$ cat src/rtl/btn_intr_ctrl.sv
`default_nettype none
// ============================================================================
// Module      : btn_intr_ctrl
// Description : Turns the debounced push-button level into one-cycle edge
//               pulses and a queued interrupt request with an acknowledge
//               handshake for the TramelBlaze counter processor. Presses are
//               held in a saturating pending counter. After every accepted
//               acknowledge the request drops for at least one cycle, so each
//               queued press is seen by the processor as a fresh request.
// Revision    : 1.0 - initial release
// ----------------------------------------------------------------------------
// Parameters:
//   PEND_W    width of the pending-press counter (saturates at 2^PEND_W-1)
// Ports:
//   clk       system clock
//   rst       asynchronous active-high reset
//   db_in     debounced button level, synchronous to clk
//   intr_ack  processor interrupt acknowledge (may be held high)
//   clr_ovf   clears the sticky overflow flag
//   ped_rise  one-cycle pulse per debounced rising edge
//   ped_fall  one-cycle pulse per debounced falling edge
//   intr      interrupt request level to the processor
//   pend_cnt  number of unacknowledged presses
//   ovf       sticky: a press arrived while pend_cnt was saturated
// ============================================================================
module btn_intr_ctrl #(
  parameter int PEND_W = 4
) (
  input  logic              clk,
  input  logic              rst,
  input  logic              db_in,
  input  logic              intr_ack,
  input  logic              clr_ovf,
  output logic              ped_rise,
  output logic              ped_fall,
  output logic              intr,
  output logic [PEND_W-1:0] pend_cnt,
  output logic              ovf
);

  localparam logic [PEND_W-1:0] c_CNT_MAX  = {PEND_W{1'b1}};
  localparam logic [PEND_W-1:0] c_CNT_ZERO = '0;

  typedef enum logic [1:0] {
    S_IDLE = 2'd0,
    S_REQ  = 2'd1,
    S_ACKD = 2'd2
  } state_t;

  state_t            r_state;
  state_t            w_state_next;
  logic              r_db_prev;
  logic              r_ack_prev;
  logic              r_armed;
  logic [PEND_W-1:0] r_cnt;
  logic [PEND_W-1:0] w_cnt_next;
  logic              r_ovf;
  logic              w_ovf_next;
  logic              r_ped_rise;
  logic              r_ped_fall;
  logic              r_intr;

  logic              w_rise;
  logic              w_fall;
  logic              w_ack_edge;
  logic              w_ack_acc;

  // r_armed stays low after reset until db_in has been sampled low once.
  // A level that is already high when reset releases is therefore never
  // mistaken for a press; the button must fall and rise again.
  assign w_rise     = db_in & ~r_db_prev & r_armed;
  assign w_fall     = ~db_in & r_db_prev;
  assign w_ack_edge = intr_ack & ~r_ack_prev;
  // Only an acknowledge edge seen while requesting retires a press.
  assign w_ack_acc  = w_ack_edge & (r_state == S_REQ);

  // Pending counter, overflow flag and next state.
  always_comb begin
    w_cnt_next   = r_cnt;
    w_ovf_next   = r_ovf & ~clr_ovf;
    w_state_next = r_state;

    if (w_rise && !w_ack_acc) begin
      // A press into a saturated counter is lost but recorded; this wins
      // over a coincident clear.
      if (r_cnt == c_CNT_MAX) begin
        w_ovf_next = 1'b1;
      end else begin
        w_cnt_next = r_cnt + 1'b1;
      end
    end else if (w_ack_acc && !w_rise) begin
      // REQ is only ever entered with a nonzero count; the guard simply
      // keeps the counter from wrapping if that invariant were broken.
      if (r_cnt != c_CNT_ZERO) begin
        w_cnt_next = r_cnt - 1'b1;
      end
    end

    case (r_state)
      S_IDLE: begin
        if (w_cnt_next != c_CNT_ZERO) begin
          w_state_next = S_REQ;
        end
      end
      S_REQ: begin
        if (w_ack_edge) begin
          w_state_next = S_ACKD;
        end
      end
      S_ACKD: begin
        // Hold off the next request until the acknowledge is released so
        // the processor always sees a low-to-high transition on intr.
        if (!intr_ack) begin
          w_state_next = (r_cnt != c_CNT_ZERO) ? S_REQ : S_IDLE;
        end
      end
      default: begin
        w_state_next = S_IDLE;
      end
    endcase
  end

  always_ff @(posedge clk or posedge rst) begin
    if (rst) begin
      r_state    <= S_IDLE;
      r_db_prev  <= 1'b0;
      r_ack_prev <= 1'b0;
      r_armed    <= 1'b0;
      r_cnt      <= '0;
      r_ovf      <= 1'b0;
      r_ped_rise <= 1'b0;
      r_ped_fall <= 1'b0;
      r_intr     <= 1'b0;
    end else begin
      r_state    <= w_state_next;
      r_db_prev  <= db_in;
      r_ack_prev <= intr_ack;
      if (!db_in) begin
        r_armed <= 1'b1;
      end
      r_cnt      <= w_cnt_next;
      r_ovf      <= w_ovf_next;
      r_ped_rise <= w_rise;
      r_ped_fall <= w_fall;
      // intr is a registered decode of the state being entered, so it
      // changes on the same edge as the state.
      r_intr     <= (w_state_next == S_REQ);
    end
  end

  assign ped_rise = r_ped_rise;
  assign ped_fall = r_ped_fall;
  assign intr     = r_intr;
  assign pend_cnt = r_cnt;
  assign ovf      = r_ovf;

endmodule
`default_nettype wire

$ cat config.mk
export PLATFORM = sky130hd
export DESIGN_NAME = btn_intr_ctrl
export DESIGN_NICKNAME = d
export VERILOG_FILES = /design/src/rtl/btn_intr_ctrl.sv
export SDC_FILE = /design/constraint.sdc
export NUM_CORES = 1
export LEC_CHECK = 0
export BUFFER_PORTS_ARGS = -buffer_cell sky130_fd_sc_hd__buf_2
export CAP_MARGIN = 20
export CORE_UTILIZATION = 51
export CTS_CLUSTER_DIAMETER = 100
export DETAILED_ROUTE_END_ITERATION = 16
export PLACE_DENSITY = 0.74
export SKIP_CTS_REPAIR_TIMING = 1
export SYNTH_ARGS = -nofsm -noshare
export SYNTH_HDL_FRONTEND = slang
export SYNTH_SLANG_ARGS = --single-unit
$ cat constraint.sdc
create_clock -name clk -period 2.35 [get_ports clk]
set_input_delay 0.47 -clock clk [delete_from_list [all_inputs] [get_ports clk]]
set_output_delay 0.47 -clock clk [all_outputs]
set_load 0.05 [all_outputs]
==> metrics <==
outcome finished clean; antenna cell count 0; CTS root buf clkbuf_4; critical-path maximum fanout 7; fin crit period between 2 and 2.5 ns; share of layout cells above drive strength 1 27.5%; top cell type by total area after synthesis dfrtp_1; largest net degree at the start of global routing 14; pre-CTS setup slack between 0.2 and 0.25 ns; routed wl met2 554 um; wire length per cell roughly 13 um; Synth async-reset ratio 100%; multi-input logic area 342 um2; final setup TNS 0 ns; CTS Buffer Depth 2; grt ovf 0; post-route antenna net violation count 0; H-tree level count 1; Arr. time, crit path approximately 2.3 ns; CP Launch Type flip-flop; non-filler cells, final 94; Worst Clk Skew approximately 0.0053 ns; gr usage total between 10% and 20%; Critical Path Sink Type flip-flop; clk slew on worst S/H paths ~0.08 ns; syn nets a little over 70; crit path to intr; CORE AREA about 1200 um2; final-report hold violation count 0; WL final between 1 and 1.5 mm; Hold Crit Class in -> async; #FFs+latches synth 13; Worst R2R Path Depth 7; Port Buffers 12; Post-Syn Area per Cell approximately 11 um2; Placer Congestion between 0.7 and 0.8; Die ar. 1490 um2; relative max-transition margin 68.0%; Synth Cell Area around 680 um2; final setup vio count 0; Fmax 465 MHz; R2R Path End intr; vias per cell about 5.7; Clk Latency, worst-skew pair 0.28 ns; RSZ-0062 raised after global routing no; cts bufs inserted 3; Tot Pwr around 980 uW; RR Startpoint pend_cnt[1]; worst slew pin tran approximately 0.48 ns; Register Area about 330 um2; Slew Limit Fails 0; most frequent cells in the layout dfrtp_1, buf_2, nor2_1, inv_1, nand2_1; metal3 WL between 80 and 90 um; Die Ht between 30 and 40 um; net total in the final layout between 80 and 90; ranking of synthesized cells by area dfrtp_1, nor2_1, ha_1, inv_1, nand3b_4; initial DRC count 12; Seq/Total Area, Yosys between 40% and 50%; Synth cell types 28; via count 534; initial antenna violation count 0; maximum VDD drop between 0.6 and 0.7 mV; FILL cells 90; Post-Syn Instances 64; Top-Level Pins 13; final worst slack about 0.20 ns; P per Cell Area 1230 nW/um2; leak pwr 0.362 nW; CTS tree done; yosys warns 0; # clock sinks 13; crit share post-route between 90% and 100%; WHS approximately 0.19 ns; vias in the first global route 477; Post-synth EDFFs 0; drt drc 0; Synth Flop Type dfrtp_1; commonest non-fill, non-tap cell in the layout dfrtp_1; DRT met1 WL about 540 um; Critical Path Start pend_cnt[1]; CP Class reg -> reg; Initial Util between 50% and 60%; max-cap viol count 0; highest metal used met4; reg2reg setup slack between 0.2 and 0.25 ns; synth-to-layout area growth 16.1%; global-route wire length before repair ~2 mm; CP required approximately 2.5 ns; dpl cells 90; row count 12; Die W 38.6 um; post-synth top area share approximately 48%; hpwl dp ~910 um; 1st-pass router iterations 4
==> logic make-up (layout without fill, tap and decap cells) <==
group                      count (synthesis)  in the layout  synth area share, %
xor gates and xnor gates                   1              1                 1.28
DFF                                       13             13                 47.5
adders and majority gates                  2              2                 3.66
muxes                                      1              1                 1.46
buffers and inverters                      6             22                 3.29
AOI/OAI and AO/OA                         15             15                 18.1
and+or+nand+nor                           26             26                 24.7
==> registers in the layout, summed over array words and instances, names as in the netlist <==
| signal | count |
|---|---|
| r_armed | 1 |
| pend_cnt | 4 |
| r_state | 2 |
| r_ack_prev | 1 |
| ped_rise | 1 |
| ovf | 1 |
| r_db_prev | 1 |
| intr | 1 |
| ped_fall | 1 |
==> cells in the mapped netlist, types with 2 or more instances <==
cell and instances:
dfrtp_1 13, ha_1 2, inv_1 6, nand2_1 4, nand3_1 3, nor2_1 7
nor2b_1 3, nor3b_1 2, o21a_1 2, o21ai_0 3, o31a_1 2
==> layer usage <==
metal | track usage (%) | up-vias
li1 | - | 265
met2 | 33.3 | 20
met3 | 7.51 | 2
met5 | 0 | -
met4 | 5.17 | 0
met1 | 22.8 | 247
==> metrics by stage <==
stage | util (%) | cell area, um2
global placement | 65.5 | 767
global route | 67.8 | 795
detailed placement | 65.5 | 767
finish | 67.8 | 795
CTS | 67.8 | 795
floorplan | - | 689
==> critical path, stage by stage (launching register included) <==
cell	delay (ns)
dfrtp_1	0.45
inv_1	0.12
ha_1	0.23
nor3b_2	0.32
o22ai_2	0.14
xnor2_1	0.15
a2111o_1	0.40
o31a_1	0.24
==> how the worst min path moves through the flow <==
stage | slack, ns | start | to
floorplan | 0.35 | rst | intr
detailed placement | 0.48 | r_db_prev | ped_fall
global placement | 0.49 | r_db_prev | ped_fall
CTS | 0.21 | rst | r_db_prev
finish | 0.19 | rst | r_db_prev
global route | 0.24 | rst | ovf
==> where the power goes <==
part	switching [mW]	total, mW	internal, mW
logic	0.327	0.478	0.151
registers	0.0782	0.361	0.283
clock network	0.0742	0.137	0.0631
total	0.479	0.976	0.497
==> cell type report <==
| cell class | count | area share (%) |
|---|---|---|
| timing repair buffer | 12 | 7.56 |
| tap | 14 | 2.20 |
| inverter | 6 | 2.83 |
| clock buffer | 3 | 2.83 |
| multi-input combinational | 45 | 43.0 |
| sequential | 13 | 40.9 |
| clock inverter | 1 | 0.630 |
Power figures use the tool's default switching activity.
